### config.mk
export PLATFORM = sky130hd
export DESIGN_NAME = tq_ram_sp_fifo_ctrl
export DESIGN_NICKNAME = d
export VERILOG_FILES = /design/src/rtl/tq_ram_sp_fifo_ctrl_pkg.sv /design/src/rtl/tq_fifo_outq.sv /design/src/rtl/tq_ram_sp_fifo_ctrl.sv
export SDC_FILE = /design/constraint.sdc
export NUM_CORES = 1
export LEC_CHECK = 0
export ABC_AREA = 1
export BUFFER_PORTS_ARGS = -buffer_cell sky130_fd_sc_hd__buf_2
export CORE_MARGIN = 2
export CORE_UTILIZATION = 52
export CTS_CLUSTER_SIZE = 40
export DETAILED_ROUTE_END_ITERATION = 8
export HOLD_SLACK_MARGIN = 0.08
export PLACE_DENSITY = 0.77
export SETUP_SLACK_MARGIN = 0.02
export SYNTH_ARGS = -nofsm -noshare
export SYNTH_HDL_FRONTEND = slang
export SYNTH_SLANG_ARGS = --single-unit
### constraint.sdc
create_clock -name clk -period 3 [get_ports clk]
set_clock_uncertainty 0.05 [all_clocks]
set_input_delay 0.3 -clock clk [delete_from_list [all_inputs] [get_ports clk]]
set_output_delay 0.3 -clock clk [all_outputs]
set_load 0.03 [all_outputs]
### src/rtl/tq_ram_sp_fifo_ctrl_pkg.sv
// Shared widths and sizes for the TQ single-port-RAM FIFO controller.
// Latency: n/a (constants only).
// Backpressure: n/a.
package tq_ram_sp_fifo_ctrl_pkg;

    localparam int TQ_FIFO_DATA_WD  = 16;  // sample width, equals RAM word width
    localparam int TQ_FIFO_ADDR_WD  = 5;   // RAM address width, 32 words
    localparam int TQ_FIFO_OQ_DEPTH = 2;   // output queue entries behind the RAM
    localparam int TQ_FIFO_CNT_WD   = 6;   // occupancy width, 0..34

endpackage

### src/rtl/tq_fifo_outq.sv
// Two-entry register queue catching RAM read data in front of the read stream.
// Latency: a push is visible on out_vld/out_dat the cycle after it is pushed.
// Backpressure: pops on out_vld & out_rdy; caller must never push into a full queue.
//
// Ports: clk, rst_n (async, active low), flush (sync clear), in_vld/in_dat (push),
//        out_vld/out_rdy/out_dat (head and pop), cnt (entries held, 0..2).
module tq_fifo_outq #(
    parameter int DATA_WD = 16
) (
    input  logic               clk,
    input  logic               rst_n,
    input  logic               flush,
    input  logic               in_vld,
    input  logic [DATA_WD-1:0] in_dat,
    output logic               out_vld,
    input  logic               out_rdy,
    output logic [DATA_WD-1:0] out_dat,
    output logic [1:0]         cnt
);

    logic [DATA_WD-1:0] head_q;
    logic [DATA_WD-1:0] tail_q;
    logic [1:0]         cnt_q;
    logic               pop;

    assign pop     = out_vld & out_rdy;
    assign out_vld = (cnt_q != 2'd0);
    assign out_dat = head_q;
    assign cnt     = cnt_q;

    // Head is always entry 0; a pop shifts the tail forward.
    always_ff @(posedge clk or negedge rst_n) begin
        if (!rst_n) begin
            head_q <= '0;
            tail_q <= '0;
            cnt_q  <= 2'd0;
        end else if (flush) begin
            cnt_q <= 2'd0;
        end else begin
            case ({in_vld, pop})
                2'b10: begin
                    if (cnt_q == 2'd0) head_q <= in_dat;
                    else               tail_q <= in_dat;
                    cnt_q <= cnt_q + 2'd1;
                end
                2'b01: begin
                    head_q <= tail_q;
                    cnt_q  <= cnt_q - 2'd1;
                end
                2'b11: begin
                    // Count is unchanged; with one entry the new word replaces the head.
                    if (cnt_q == 2'd2) begin
                        head_q <= tail_q;
                        tail_q <= in_dat;
                    end else begin
                        head_q <= in_dat;
                    end
                end
                default: ;
            endcase
        end
    end

endmodule

### src/rtl/tq_ram_sp_fifo_ctrl.sv
// Drives the 32x16 single-port TQ RAM as a FIFO with valid/ready write and read streams.
// Latency: word written into an empty FIFO appears on rd_val_o two edges after acceptance.
// Backpressure: wr_rdy_o drops when RAM is full or a read launch owns the port; reads stall via rd_rdy_i.
//
// Ports: clk, rst_n (async, active low), flush_i (sync clear),
//        wr_val_i/wr_rdy_o/wr_dat_i (write stream), rd_val_o/rd_rdy_i/rd_dat_o (read stream),
//        ram_cen_o/ram_wen_o (active-low strobes), ram_addr_o, ram_dat_o, ram_dat_i (RAM port),
//        cnt_o (total occupancy, only computed when TQ_FIFO_CNT_EN is defined, else 0).
module tq_ram_sp_fifo_ctrl
    import tq_ram_sp_fifo_ctrl_pkg::*;
#(
    parameter int DATA_WD = TQ_FIFO_DATA_WD,
    parameter int ADDR_WD = TQ_FIFO_ADDR_WD
) (
    input  logic                      clk,
    input  logic                      rst_n,
    input  logic                      flush_i,
    input  logic                      wr_val_i,
    output logic                      wr_rdy_o,
    input  logic [DATA_WD-1:0]        wr_dat_i,
    output logic                      rd_val_o,
    input  logic                      rd_rdy_i,
    output logic [DATA_WD-1:0]        rd_dat_o,
    output logic                      ram_cen_o,
    output logic                      ram_wen_o,
    output logic [ADDR_WD-1:0]        ram_addr_o,
    output logic [DATA_WD-1:0]        ram_dat_o,
    input  logic [DATA_WD-1:0]        ram_dat_i,
    output logic [TQ_FIFO_CNT_WD-1:0] cnt_o
);

    localparam logic [ADDR_WD:0]   RAM_FULL = {1'b1, {ADDR_WD{1'b0}}};
    localparam logic [ADDR_WD:0]   CNT_ONE  = {{ADDR_WD{1'b0}}, 1'b1};
    localparam logic [ADDR_WD-1:0] PTR_ONE  = {{(ADDR_WD-1){1'b0}}, 1'b1};
    localparam logic [2:0]         OQ_DEPTH = 3'(TQ_FIFO_OQ_DEPTH);

    logic               rst_done_q;
    logic [ADDR_WD-1:0] wr_ptr_q;
    logic [ADDR_WD-1:0] rd_ptr_q;
    logic [ADDR_WD:0]   ram_cnt_q;
    logic               infl_q;
    logic               wr_pri_q;

    logic [1:0] oq_cnt;
    logic       oq_vld;
    logic       rd_pop;
    logic       rd_need;
    logic       wr_go;
    logic       rd_go;
    logic [2:0] oq_fill;
    logic [2:0] oq_lim;

    // A launch is worthwhile only if the queue can still hold its result once
    // this cycle's pop and the word already in flight are accounted for.
    assign rd_pop  = oq_vld & rd_rdy_i;
    assign oq_fill = {1'b0, oq_cnt} + {2'b00, infl_q};
    assign oq_lim  = OQ_DEPTH + {2'b00, rd_pop};
    assign rd_need = (ram_cnt_q != '0) & (oq_fill < oq_lim);

    // wr_pri_q set means the last port op was a read, so a waiting write wins.
    assign wr_rdy_o = rst_done_q & (ram_cnt_q != RAM_FULL) & ~flush_i & ~(rd_need & ~wr_pri_q);
    assign wr_go    = wr_val_i & wr_rdy_o;
    assign rd_go    = rd_need & ~flush_i & ~wr_go;

    assign ram_cen_o  = ~(wr_go | rd_go);
    assign ram_wen_o  = ~wr_go;
    assign ram_addr_o = wr_go ? wr_ptr_q : rd_ptr_q;
    assign ram_dat_o  = wr_dat_i;

    always_ff @(posedge clk or negedge rst_n) begin
        if (!rst_n) begin
            rst_done_q <= 1'b0;
            wr_ptr_q   <= '0;
            rd_ptr_q   <= '0;
            ram_cnt_q  <= '0;
            infl_q     <= 1'b0;
            wr_pri_q   <= 1'b0;
        end else begin
            rst_done_q <= 1'b1;
            if (flush_i) begin
                wr_ptr_q  <= '0;
                rd_ptr_q  <= '0;
                ram_cnt_q <= '0;
                infl_q    <= 1'b0;
                wr_pri_q  <= 1'b0;
            end else begin
                infl_q <= rd_go;
                if (wr_go) begin
                    wr_ptr_q  <= wr_ptr_q + PTR_ONE;
                    ram_cnt_q <= ram_cnt_q + CNT_ONE;
                    wr_pri_q  <= 1'b0;
                end else if (rd_go) begin
                    rd_ptr_q  <= rd_ptr_q + PTR_ONE;
                    ram_cnt_q <= ram_cnt_q - CNT_ONE;
                    wr_pri_q  <= 1'b1;
                end
            end
        end
    end

    // RAM data is valid the cycle after the read strobe; a flush drops it.
    tq_fifo_outq #(
        .DATA_WD (DATA_WD)
    ) u_outq (
        .clk     (clk),
        .rst_n   (rst_n),
        .flush   (flush_i),
        .in_vld  (infl_q),
        .in_dat  (ram_dat_i),
        .out_vld (oq_vld),
        .out_rdy (rd_rdy_i),
        .out_dat (rd_dat_o),
        .cnt     (oq_cnt)
    );

    assign rd_val_o = oq_vld;

`ifdef TQ_FIFO_CNT_EN
    assign cnt_o = TQ_FIFO_CNT_WD'(ram_cnt_q) + TQ_FIFO_CNT_WD'(infl_q) + TQ_FIFO_CNT_WD'(oq_cnt);
`else
    assign cnt_o = '0;
`endif

endmodule

---- Word-level counts from Yosys, hierarchy flattened ----
Index checks and enable logic that the tools add are counted.
storage, ports and cells
  latch bits .............................. 0
  word-level logic and storage cells ...... 75
  memory bits (writable) .................. 0
  bits in registers ....................... 53
  bits of input ports ..................... 37
  output and inout port bits .............. 47
  memories kept ........................... 0
  bits in read-only memories .............. 0
operators by class
  div/mod/pow operators ................... 0
  reductions and logical operators ........ 12
  multipliers ............................. 0
  muxes and demuxes ....................... 21
  shift operators ......................... 0
  equal/unequal tests ..................... 9
  magnitude comparators ................... 1
  add/subtract/negate cells ............... 8
  bitwise logic cells ..................... 15
operator list
  cell                                                                number
  16-bit two-way mux                                                  4
  16-bit case mux with 3 select lines                                 1
  16-bit case mux with 2 select lines                                 1
  5-bit two-way mux                                                   6
  6-bit two-way mux                                                   3
  5-bit by 1-bit adder with 5-bit output, second input constant       2
  1-bit bitwise AND                                                   9
  3-bit nonzero test                                                  3
  2-bit nonzero test                                                  4
  6-bit by 1-bit adder with 6-bit output, second input constant       1
  2-bit == test, second input constant                                3
  6-bit != test, second input constant                                1
  6-bit nonzero test                                                  1
  6-bit by 1-bit subtractor with 6-bit output, second input constant  1
  1-bit inverter                                                      5
  1-bit two-way mux                                                   4
  2-bit by 1-bit != test with 1-bit output, second input constant     2
  2-bit != test, second input constant                                2
  2-bit case mux with 2 select lines                                  1
  4-bit AND reduction                                                 1
  2-bit by 1-bit adder with 3-bit output                              1
  2-bit by 1-bit adder with 3-bit output, first input constant        1
  3-bit < comparator                                                  1
  3-bit AND reduction                                                 1
  7 further kinds                                                     7

---- Longest topological paths before layout ----
Gate-level depths: netlist of run 1.
  depth after elaboration ................. 14
  gate-level depth with buffers ........... 18

---- Cells and area by module ----
A second synthesis of run 1 with hierarchy kept.
unflattened totals
  cell total of the unflattened synthesis .. 386
  area, all modules ....................... 3095.5 um2
by module, submodules not included
  module               cells an instance  seq. area each (um2)  instances  area each (um2)
  tq_fifo_outq         217                850.8                 1          1724.2
  tq_ram_sp_fifo_ctrl  169                475.5                 1          1371.3

---- Least setup slack after synthesis of run 1 ----
Ideal clock, no wire load.
  kind .................................... register to register
  start point ............................. reg u_outq.cnt_q[0], in the netlist u_outq.cnt[0]
  end point ............................... reg ram_cnt_q[5]
  data required time ...................... 2.833 ns
  period minus slack after synthesis ...... 2.605 ns
  slack ................................... 0.395 ns
  arrival ................................. 2.437 ns
  cell stages (with the launch flop) ...... 16
  path buffers ............................ 1
  path through ............................ dfrtp_1 ha_1 ha_1 nand2_2 nand3_4 nand3_4 buf_2 ha_1 a21oi_1 nand2_1 nand2_1 nand2_1 a21oi_1 nand3_1 nand3_1 nand2_1
on the way
  cells in the longest elaborated chain, start to end .. 12
RTL lines
  what                                    line                       RTL
  start, declared                         tq_fifo_outq.sv:23         logic [1:0] cnt_q;
  start signal, assigned                  tq_fifo_outq.sv:44         cnt_q <= cnt_q + 2'd1;
  start signal, assigned                  tq_fifo_outq.sv:48         cnt_q <= cnt_q - 2'd1;
  2-bit nonzero test                      tq_fifo_outq.sv:27         assign out_vld = (cnt_q != 2'd0);
  1-bit bitwise AND                       tq_ram_sp_fifo_ctrl.sv:55  assign rd_pop = oq_vld & rd_rdy_i;
  2-bit by 1-bit adder with 3-bit output  tq_ram_sp_fifo_ctrl.sv:57  assign oq_lim = OQ_DEPTH + {2'b00, rd_pop};
  3-bit < comparator *                    tq_ram_sp_fifo_ctrl.sv:58  assign rd_need = (ram_cnt_q != '0) & (oq_fill < oq_lim);
  1-bit bitwise AND *                     tq_ram_sp_fifo_ctrl.sv:58
  1-bit bitwise AND *                     tq_ram_sp_fifo_ctrl.sv:61  assign wr_rdy_o = rst_done_q & (ram_cnt_q != RAM_FULL) & ~flush_i & ~(rd_need & ~wr_pri_q);
  1-bit inverter *                        tq_ram_sp_fifo_ctrl.sv:61
  1-bit bitwise AND *                     tq_ram_sp_fifo_ctrl.sv:61
  1-bit bitwise AND *                     tq_ram_sp_fifo_ctrl.sv:62  assign wr_go = wr_val_i & wr_rdy_o;
  1-bit inverter *                        n/a
  via ram_wen_o                           tq_ram_sp_fifo_ctrl.sv:25  output logic ram_wen_o,
  1-bit bitwise AND *                     tq_ram_sp_fifo_ctrl.sv:63  assign rd_go = rd_need & ~flush_i & ~wr_go;
  3-bit nonzero test (no source line) *   n/a
  end signal, assigned                    tq_ram_sp_fifo_ctrl.sv:90  ram_cnt_q <= ram_cnt_q + CNT_ONE;
  end signal, assigned                    tq_ram_sp_fifo_ctrl.sv:94  ram_cnt_q <= ram_cnt_q - CNT_ONE;
  end, declared                           tq_ram_sp_fifo_ctrl.sv:40  logic [ADDR_WD:0] ram_cnt_q;
Mark *: on every way through the listed nets, which the timed path passes. The rest lies on a longest branch.
A chain may end at the register's enable or synchronous reset.

---- Worst setup path in the final report of run 1 ----
  start point ............................. reg u_outq.cnt_q[0], in the netlist u_outq.cnt[0]
  end point ............................... reg ram_cnt_q[5]
on the way
  cells in the longest elaborated chain, start to end .. 12
RTL lines
  what                                    line
  2-bit nonzero test                      tq_fifo_outq.sv:27
  1-bit bitwise AND                       tq_ram_sp_fifo_ctrl.sv:55
  2-bit by 1-bit adder with 3-bit output  tq_ram_sp_fifo_ctrl.sv:57
  3-bit < comparator *                    tq_ram_sp_fifo_ctrl.sv:58
  1-bit bitwise AND *                     tq_ram_sp_fifo_ctrl.sv:58
  1-bit bitwise AND                       tq_ram_sp_fifo_ctrl.sv:61
  1-bit inverter                          tq_ram_sp_fifo_ctrl.sv:61
  1-bit bitwise AND                       tq_ram_sp_fifo_ctrl.sv:61
  1-bit bitwise AND                       tq_ram_sp_fifo_ctrl.sv:62
  1-bit inverter                          tq_ram_sp_fifo_ctrl.sv:63
  1-bit bitwise AND                       tq_ram_sp_fifo_ctrl.sv:63
  3-bit nonzero test (no source line)     n/a
Mark *: on every way between the ends. The rest lies on a longest branch, timed or not.

==> metrics.txt, run 1 <==
die width=79.3 µm; initial core utilization=53.8%; Yosys reg bits=53; Final Hold Violating Endpoints=0; Post-synth EDFFs=0; CP Cell Sequence=ha_1 -> ha_1 -> nand2_2 -> nand3_4 -> nand3_4 -> ha_1 -> a21oi_1 -> nand2_1 -> nand2_1 -> nand2_1 -> a21oi_1 -> nand3_1 -> nand3_1 -> nand2_1; most numerous cell on the critical path=nand2_1; cts hold-fix bufs=1; FMAX=382 MHz; setup bufs post-CTS=0; CP arrival=2.77 ns; all-layer global routing usage=18.8%; CP max stage delay=0.44 ns; outcome=completed; Synth async-reset ratio=100%; Resize count post-CTS=0; most frequent cells in the layout=76 x nand2_1, 54 x inv_1, 53 x dfrtp_1; critical path type=flop to flop; first-pass GRT wire length=9460 µm; Worst slew margin=23.4%; Ant. Diodes=0; Top Metal Used=met4; R2R setup slack=0.38 ns; grt ovf=0; largest net degree at the start of global routing=33; hpwl dp=3940 µm; DR WL met3=308 µm; Residual DRC=0; DR vias/cell=5.00; clk sink count=53; Via Count=2266; clk_lat worst skew=0.31 ns; Antenna Nets Post-Route=0; post-synthesis sequential area ratio=45.0%; Final Setup Violations=0; total CTS buffers=5; Pleak=1.69 nW; CP max FO=20; Yosys warning total=0; Post-Route WL=5480 µm; syn_area_per_cell=8.37 µm²; root buf cell=clkbuf_8; Max-Cap Viols=0; Distinct cells, synth=32; vias in the first global route=2144; post-layout util=58.3%; metal1 wirelength=2520 µm; Die Y=79.3 µm; Layout area overhead=8.20%; Fill cells=505; fin cells=453; TNS Setup=0 ns; minimum clock period=2.62 ns; Period Utilization, post-route=87.3%; fraction of layout cells with a size suffix above 1=20.7%; initial antenna violation count=0; Main synth FF type=dfrtp_1; pwr dens=954 mW/mm²; VDD IR max=0.554 mV; Top delay family on crit path=adder cells; DR WL met2=2560 µm; WP data required=3.15 ns; CP max stage cell=dfrtp_1; Max H-tree Level=2; HP Class=input port to flop; DR WL/cell=12.1 µm; Critical path buffers and inverters=0; commonest non-fill, non-tap cell in the layout=nand2_1; crit end category=flop; GPL Wtd Cong=0.913; CTS clk-pin slew, worst paths=0.10 ns; CTS tree=built; final slew viol count=0; Nets=427; startpoint type of the worst setup path=flop; Die ar.=0.00628 mm²; Netlist Area Pre-Place=0.00295 mm²; RSZ-0062 raised after global routing=no; 1st-iter DRT viols=120; Core Region=0.00547 mm²; area of the multi-input gates=0.00119 mm²; drt first pass iters=4; port bufs=45; Synth Instances=352; Clock Tree Buf Depth=2; Storage cell area=0.00133 mm²; Placed Cells=445; Top-Level Pins=84; num rows=27; Slew @ Worst Pin=1.15 ns
cells by family (layout without fill, tap and decap cells):
family | after synthesis | count (layout) | synth area share [%]
XOR/XNOR | 6 | 6 | 1.78
buffers and inverters | 91 | 115 | 15.2
AO/OA/AOI/OAI | 75 | 75 | 15.5
AND/OR/NAND/NOR | 116 | 116 | 18.1
adder cells (fa/ha/maj) | 9 | 9 | 4.08
other | 2 | 7 | 0.255
flip-flops | 53 | 53 | 45.0
layer usage:
metal,vias up,track usage [%]
met5,-,0
met4,0,5.86
met3,10,4.66
met2,64,31.4
met1,1043,23.9
li1,1149,-
synth_stat cells (all sizes together), types with 2 or more instances:
cell type	instances	area, µm²
nand3	18	115
buf	29	206
inv	57	219
a21oi	5	25.0
dfrtp	53	1330
nor2	14	72.6
o21ai	48	248
o31ai	2	15.0
nand2	82	333
clkbuf	4	15.0
o211ai	18	135
ha	8	100
conb	2	7.51
xor2	5	43.8
per-stage QoR:
stage / cell area, µm² / total power, mW / setup slack, ns / hold WS, ns
finish: 3190 / 3.04 / 0.382 / 0.206
CTS: 3190 / 3.08 / 0.380 / 0.199
global placement: 3090 / 2.61 / 0.474 / 0.268
global route: 3190 / 3.31 / 0.129 / 0.201
detailed placement: 3090 / 2.66 / 0.403 / 0.278
floorplan: 2970 / 2.34 / 0.395 / -0.0456
where the power goes:
group | leakage, nW | internal [mW] | switching, mW | total [mW]
clock network | 0.0402 | 0.162 | 0.242 | 0.404
logic | 0.971 | 0.470 | 0.991 | 1.46
registers | 0.675 | 0.991 | 0.187 | 1.18
cell type report:
| class | count | share of cell area (%) |
|---|---|---|
| clock buffers | 5 | 2.16 |
| clock inverters | 2 | 0.510 |
| inverters | 58 | 7.14 |
| multi-input cells | 213 | 37.4 |
| flip-flops and latches | 53 | 41.6 |
| well taps | 72 | 2.83 |
| repair buffers | 50 | 8.32 |
worst min-delay path, delay by kind of cell:
kind / cells / cell delay (ns)
buffers and inverters: 2 / 0.15
AO/OA/AOI/OAI: 1 / 0.07
worst paths after layout:
path,to,cells after the start,from
max,ram_cnt_q[5],14,u_outq.cnt[0]
min reg2reg,u_outq.tail_q[7],2,u_outq.tail_q[7]
min,u_outq.tail_q[12],3,ram_dat_i[12]
max in group asynchronous,u_outq.out_dat[10],3,rst_n
max reg2reg,ram_cnt_q[5],14,u_outq.cnt[0]
min in group asynchronous,wr_pri_q,2,rst_n
sequential cells by signal, indices dropped and copies added, names as in the netlist:
name / cells
u_outq.tail_q: 16
rd_ptr_q: 5
wr_ptr_q: 5
infl_q: 1
ram_cnt_q: 6
rst_done_q: 1
u_outq.out_dat: 16
u_outq.cnt: 2
wr_pri_q: 1
(Power assumes the default switching activity.)
==> inputs of run 2 (changes only) <==
- ABC_CLOCK_PERIOD_IN_PS: unset -> 3000
- CORE_ASPECT_RATIO: unset -> 1.4
==> run 2 against run 1 <==
Sequential power about the same. Final cell count decreased by 0.88%. Via count increased by 0.49%. Global-route usage increased by 0.42 points. Wire length increased by 1.3%. Fmax decreased by 1.4%. Sequential share of layout area increased by 0.13 points. Critical endpoint is now ram_cnt_q[4]. Largest power group unchanged.
==> metrics.txt, run 2 (synthesized netlist as in run 1, its figures left out) <==
outcome=completed; vias in the first global route=2182 (+1.8%); Final Hold Violating Endpoints=0 (unchanged); Hold Path Depth=3 (unchanged); Placed Cells=440 (-1.1%); die width=67.6 µm (-15%); Antenna Nets Post-Route=0 (unchanged); Clock Tree Buf Depth=2 (unchanged); setup bufs post-CTS=0 (unchanged); CP max FO=20 (unchanged); CP arrival=2.85 ns (+0.08 ns); Final Setup Violations=0 (unchanged); Post-Route WL=5550 µm (+1.3%); Residual DRC=0 (unchanged); R2R setup slack=0.35 ns (-0.04 ns); pwr dens=960 mW/mm² (+0.56%); Comb pwr share=48.3% (+0.3 points); 1st-iter DRT viols=180 (+50%); Period Utilization, post-route=88.5% (+1.2 points); Layout area overhead=7.86%; Sw Pwr=1.42 mW (+0.32%); CTS clk-pin slew, worst paths=0.10 ns (about the same); commonest non-fill, non-tap cell in the layout=nand2_1; Ant. Diodes=0 (unchanged); grt ovf=0 (unchanged); post-route cell area=0.00318 mm² (-0.31%); WP data required=3.20 ns (+0.05 ns); slack of the critical path=0.346 ns (-0.0358 ns); CTS tree=built; DR vias/cell=5.07 (+1.4%); clk_lat worst skew=0.30 ns (about the same); clock power share=13.2% (about the same); clk sink count=53 (unchanged); fin cells=449 (-0.88%); largest net degree at the start of global routing=33 (unchanged); drt first pass iters=4 (unchanged); RR Startpoint=u_outq.cnt[0]; HP Class=input port to flop; VDD IR max=0.541 mV (-2.4%); initial core utilization=53.7% (-0.12 points); RSZ-0062 raised after global routing=no; crit end category=flop; Worst slew margin=19.7% (-3.7 points); critical path type=flop to flop; all-layer global routing usage=19.2% (+0.42 points); Fill cells=504 (-0.20%); Place WS=0.386 ns (-0.0164 ns); Pleak=1.68 nW (-0.45%); Via Count=2277 (+0.49%); root buf cell=clkbuf_8; final slew viol count=0 (unchanged); Top-Level Pins=84 (unchanged); port bufs=45 (unchanged); post-layout util=57.9% (-0.32 points); fraction of layout cells with a size suffix above 1=20.5% (-0.26 points); Nets=426 (-0.23%); Slew @ Worst Pin=1.20 ns (+0.0555 ns); Storage cell area=0.00133 mm² (unchanged); Post-DP Area=0.00308 mm² (-0.40%); startpoint type of the worst setup path=flop; r2r endpoint=ram_cnt_q[4]; TNS Setup=0 ns (unchanged); Int Power=1.63 mW (+0.18%); first-pass GRT wire length=9460 µm (unchanged); FMAX=377 MHz (-1.4%); total CTS buffers=5 (unchanged); sequential share of power=38.6% (about the same); area of the multi-input gates=0.00119 mm² (unchanged); switching share of total power=46.7% (about the same); total power=3.05 mW (+0.25%); Max H-tree Level=2 (unchanged); GPL Wtd Cong=0.889 (-2.7%); minimum clock period=2.65 ns (+0.0358 ns); Die ar.=0.00629 mm² (+0.14%); hpwl dp=4040 µm (+2.5%); reg2reg path depth=14 (unchanged); Die Y=93.1 µm (+17%); num rows=32 (+19%); Fin Hold WS=0.204 ns (-0.00171 ns); most frequent cells in the layout=76 x nand2_1, 54 x inv_1, 53 x dfrtp_1; Core Region=0.00549 mm² (+0.23%); Hold EP=u_outq.tail_q[6]; DR WL/cell=12.4 µm (+2.2%); initial antenna violation count=0 (unchanged); Max-Cap Viols=0 (unchanged); Hold Path Origin=ram_dat_i[6]
==> run 2: cell types whose count changed in the layout (fill, tap and decap cells not counted), sizes merged <==
| cell | before | now |
|---|---|---|
| buf | 49 | 48 |
| clkbuf | 5 | 6 |
| clkinv | 2 | 1 |
| clkinvlp | 1 | 2 |
==> run 2: worst max-delay path by stage <==
stage / end / cells after the start / startpoint
2_1_floorplan: ram_cnt_q[5] / 15 / u_outq.cnt[0]
6_report: ram_cnt_q[4] / 14 / u_outq.cnt[0]
4_1_cts: ram_cnt_q[5] / 14 / u_outq.cnt[0]
5_1_grt: ram_cnt_q[5] / 14 / u_outq.cnt[0]
3_5_place_dp: ram_cnt_q[5] / 14 / u_outq.cnt[0]
3_3_place_gp: ram_cnt_q[4] / 14 / u_outq.cnt[0]
==> run 2: area by class of cell <==
cell class / instances / share of cell area (%)
Clock inverter: 2 / 0.472
Multi-Input combinational cell: 213 / 37.6
Tap cell: 68 / 2.68
Timing Repair Buffer: 49 / 8.11
Inverter: 58 / 7.17
Clock buffer: 6 / 2.28
Sequential cell: 53 / 41.7
==> run 2: power by group through the flow <==
stage | Sequential [mW] | Combinational [mW] | Clock [mW]
after global placement | 1.17 | 1.44 | 0
after CTS | 1.18 | 1.49 | 0.415
after detailed placement | 1.19 | 1.48 | 0
after global routing | 1.21 | 1.66 | 0.430
final | 1.18 | 1.47 | 0.402
after floorplan | 1.36 | 0.979 | 0
==> run 2: critical path: stages (launching register included) <==
cell and delay (ns):
dfrtp_1 0.44, ha_1 0.20, ha_1 0.28, nand2_2 0.10, nand3_4 0.10, nand3_4 0.19
inv_1 0.18, fa_1 0.41, nor2_1 0.15, o21ai_0 0.09, nand2_1 0.08, o21ai_0 0.07
a21oi_1 0.12, nand2_1 0.07, nand2_1 0.05
==> run 2: repair_timing <==
action	in CTS	in global routing
gates resized for setup	0	0
hold endpoints to repair	26	0
setup endpoints to repair	0	0
hold buffers	1	0
==> run 2: layer usage <==
metal	wire [µm]	vias up	share of wire (%)	GRT usage (%)
met4	82	0	1.5	5.78
met3	267	9	4.8	2.89
met1	2410	1055	43	24.4
met5	0	-	0	0
li1	-	1147	-	-
met2	2790	66	50	33.0
==> inputs of run 3 (changes only) <==
- BUFFER_PORTS_ARGS: -buffer_cell sky130_fd_sc_hd__buf_2 -> unset
- CAP_MARGIN: unset -> 20
- CORE_UTILIZATION: 52 -> 66
- CTS_BUF_LIST: unset -> sky130_fd_sc_hd__clkbuf_8
- DONT_BUFFER_PORTS: unset -> 1
- PLACE_DENSITY: 0.77 -> 0.79
==> run 3 against run 2 <==
Utilization rose by 14 points. Combinational power fell by 22%. Final cell count fell by 10%. Critical endpoint unchanged. Largest cell class unchanged.
==> metrics.txt, run 3 (synthesized netlist as in run 1, its figures left out) <==
GPL Wtd Cong=0.896 (+0.82%); drt first pass iters=4 (unchanged); Ant. Diodes=0 (unchanged); largest net degree at the start of global routing=54 (+64%); Fin Hold WS=0.0845 ns (-0.120 ns); port bufs=0 (-100%); Die Y=83.1 µm (-11%); pwr dens=1000 mW/mm² (+4.2%); CP max FO=15 (-25%); Antenna Nets Post-Route=0 (unchanged); total CTS buffers=5 (unchanged); hpwl dp=3620 µm (-10%); WP data required=3.21 ns (about the same); critical path type=flop to flop; VDD IR max=0.684 mV (+27%); all-layer global routing usage=23.4% (+4.2 points); vias in the first global route=2038 (-6.6%); Post-Route WL=5310 µm (-4.3%); CTS tree=built; total power=3.06 mW (+0.32%); Final Hold Violating Endpoints=0 (unchanged); Top-Level Pins=84 (unchanged); 1st-iter DRT viols=103 (-43%); Nets=388 (-8.9%); RSZ-0062 raised after global routing=no; first-pass GRT wire length=8970 µm (-5.2%); root buf cell=clkbuf_8; initial antenna violation count=0 (unchanged); Residual DRC=0 (unchanged); Fill cells=356 (-29%); Core Region=0.00427 mm² (-22%); FMAX=386 MHz (+2.5%); TNS Setup=0 ns (unchanged); commonest non-fill, non-tap cell in the layout=nand2_1; Clock Tree Buf Depth=2 (unchanged); Final Setup Violations=0 (unchanged); clk sink count=53 (unchanged); Max-Cap Viols=0 (unchanged); Via Count=2150 (-5.6%); grt ovf=0 (unchanged); crit end category=flop; outcome=completed; DR vias/cell=5.33 (+5.2%); Layout area overhead=3.82%; most frequent cells in the layout=76 x nand2_1, 54 x inv_1, 53 x dfrtp_1; post-layout util=71.6% (+14 points); startpoint type of the worst setup path=flop; minimum clock period=2.59 ns (-0.0646 ns); Pleak=1.56 nW (-7.4%); initial core utilization=68.9% (+15 points); clk_lat worst skew=0.32 ns (+0.02 ns); die width=60.5 µm (-11%); CP arrival=2.80 ns (-0.05 ns); Resize count post-CTS=0 (unchanged); Die ar.=0.00502 mm² (-20%); Max H-tree Level=2 (unchanged); HP Class=input port to flop; num rows=28 (-13%); fraction of layout cells with a size suffix above 1=11.4% (-9.1 points); DR WL/cell=13.2 µm (+6.6%); CTS clk-pin slew, worst paths=0.10 ns (about the same); Period Utilization, post-route=86.3% (-2.2 points); final slew viol count=0 (unchanged)
-- run 3: changes by cell type in the layout (fill, tap and decap cells not counted), sizes merged --
cell | previous run | this run
buf | 48 | 8
bufinv | 0 | 1
clkbuf | 6 | 5
clkinv | 1 | 2
clkinvlp | 2 | 0
dlygate4sd3 | 1 | 3
inv | 57 | 58
-- run 3: power by group --
group,switching [mW],total (mW),internal [mW]
Clock,0.254,0.510,0.256
Combinational,0.742,1.14,0.403
Sequential,0.417,1.41,0.988
Total,1.41,3.06,1.65
-- run 3: per-stage QoR --
step / instance area [µm²] / cells / setup slack (ns)
6_report: 3060 / 403 / 0.411
5_1_grt: 3060 / 403 / 0.155
4_1_cts: 3030 / 401 / 0.448
3_5_place_dp: 2870 / 390 / 0.473
3_3_place_gp: 2870 / 390 / 0.531
2_1_floorplan: 2970 / 357 / 0.395
-- run 3: metal layers --
layer	track usage [%]	vias to the layer above	wire [µm]
met5	0	-	0
met3	5.14	12	300
li1	-	1071	-
met2	36.7	49	2660
met4	11.1	0	144
met1	30.1	1018	2210
-- run 3: worst paths after layout --
kind	slack [ns]	depth (start not counted)	from	endpoint
min reg2reg	0.44	2	u_outq.tail_q[13]	u_outq.tail_q[13]
max reg2reg	0.41	14	infl_q	ram_cnt_q[4]
min	0.08	2	ram_dat_i[4]	u_outq.tail_q[4]
min in group asynchronous	0.47	2	rst_n	ram_cnt_q[4]
max	0.41	14	infl_q	ram_cnt_q[4]
max in group asynchronous	2.22	2	rst_n	wr_ptr_q[2]
-- run 3: area by class of cell --
| cell class | count | area, µm² | area share (%) |
|---|---|---|---|
| clock inverter | 3 | 50.0 | 1.64 |
| tap | 60 | 75.1 | 2.45 |
| sequential | 53 | 1330 | 43.4 |
| inverter | 58 | 228 | 7.44 |
| timing repair buffer | 11 | 118 | 3.84 |
| multi-input combinational | 213 | 1190 | 39.0 |
| clock buffer | 5 | 68.8 | 2.25 |
-- run 3: worst max-delay path: stages, from the launching register on --
cell and delay [ns]:
dfrtp_1 0.42, ha_1 0.21, ha_1 0.28, nand2_2 0.10, nand3_4 0.09, nand3_4 0.15, inv_1 0.16, fa_1 0.41
nor2_1 0.14, o21ai_0 0.10, nand2_1 0.08, o21ai_0 0.07, a21oi_1 0.12, nand2_1 0.07, nand2_1 0.07
-- run 3: repair_timing --
action,CTS,global route
hold buffers,3,1
endpoints found under the hold margin,55,1
setup buffers,0,0
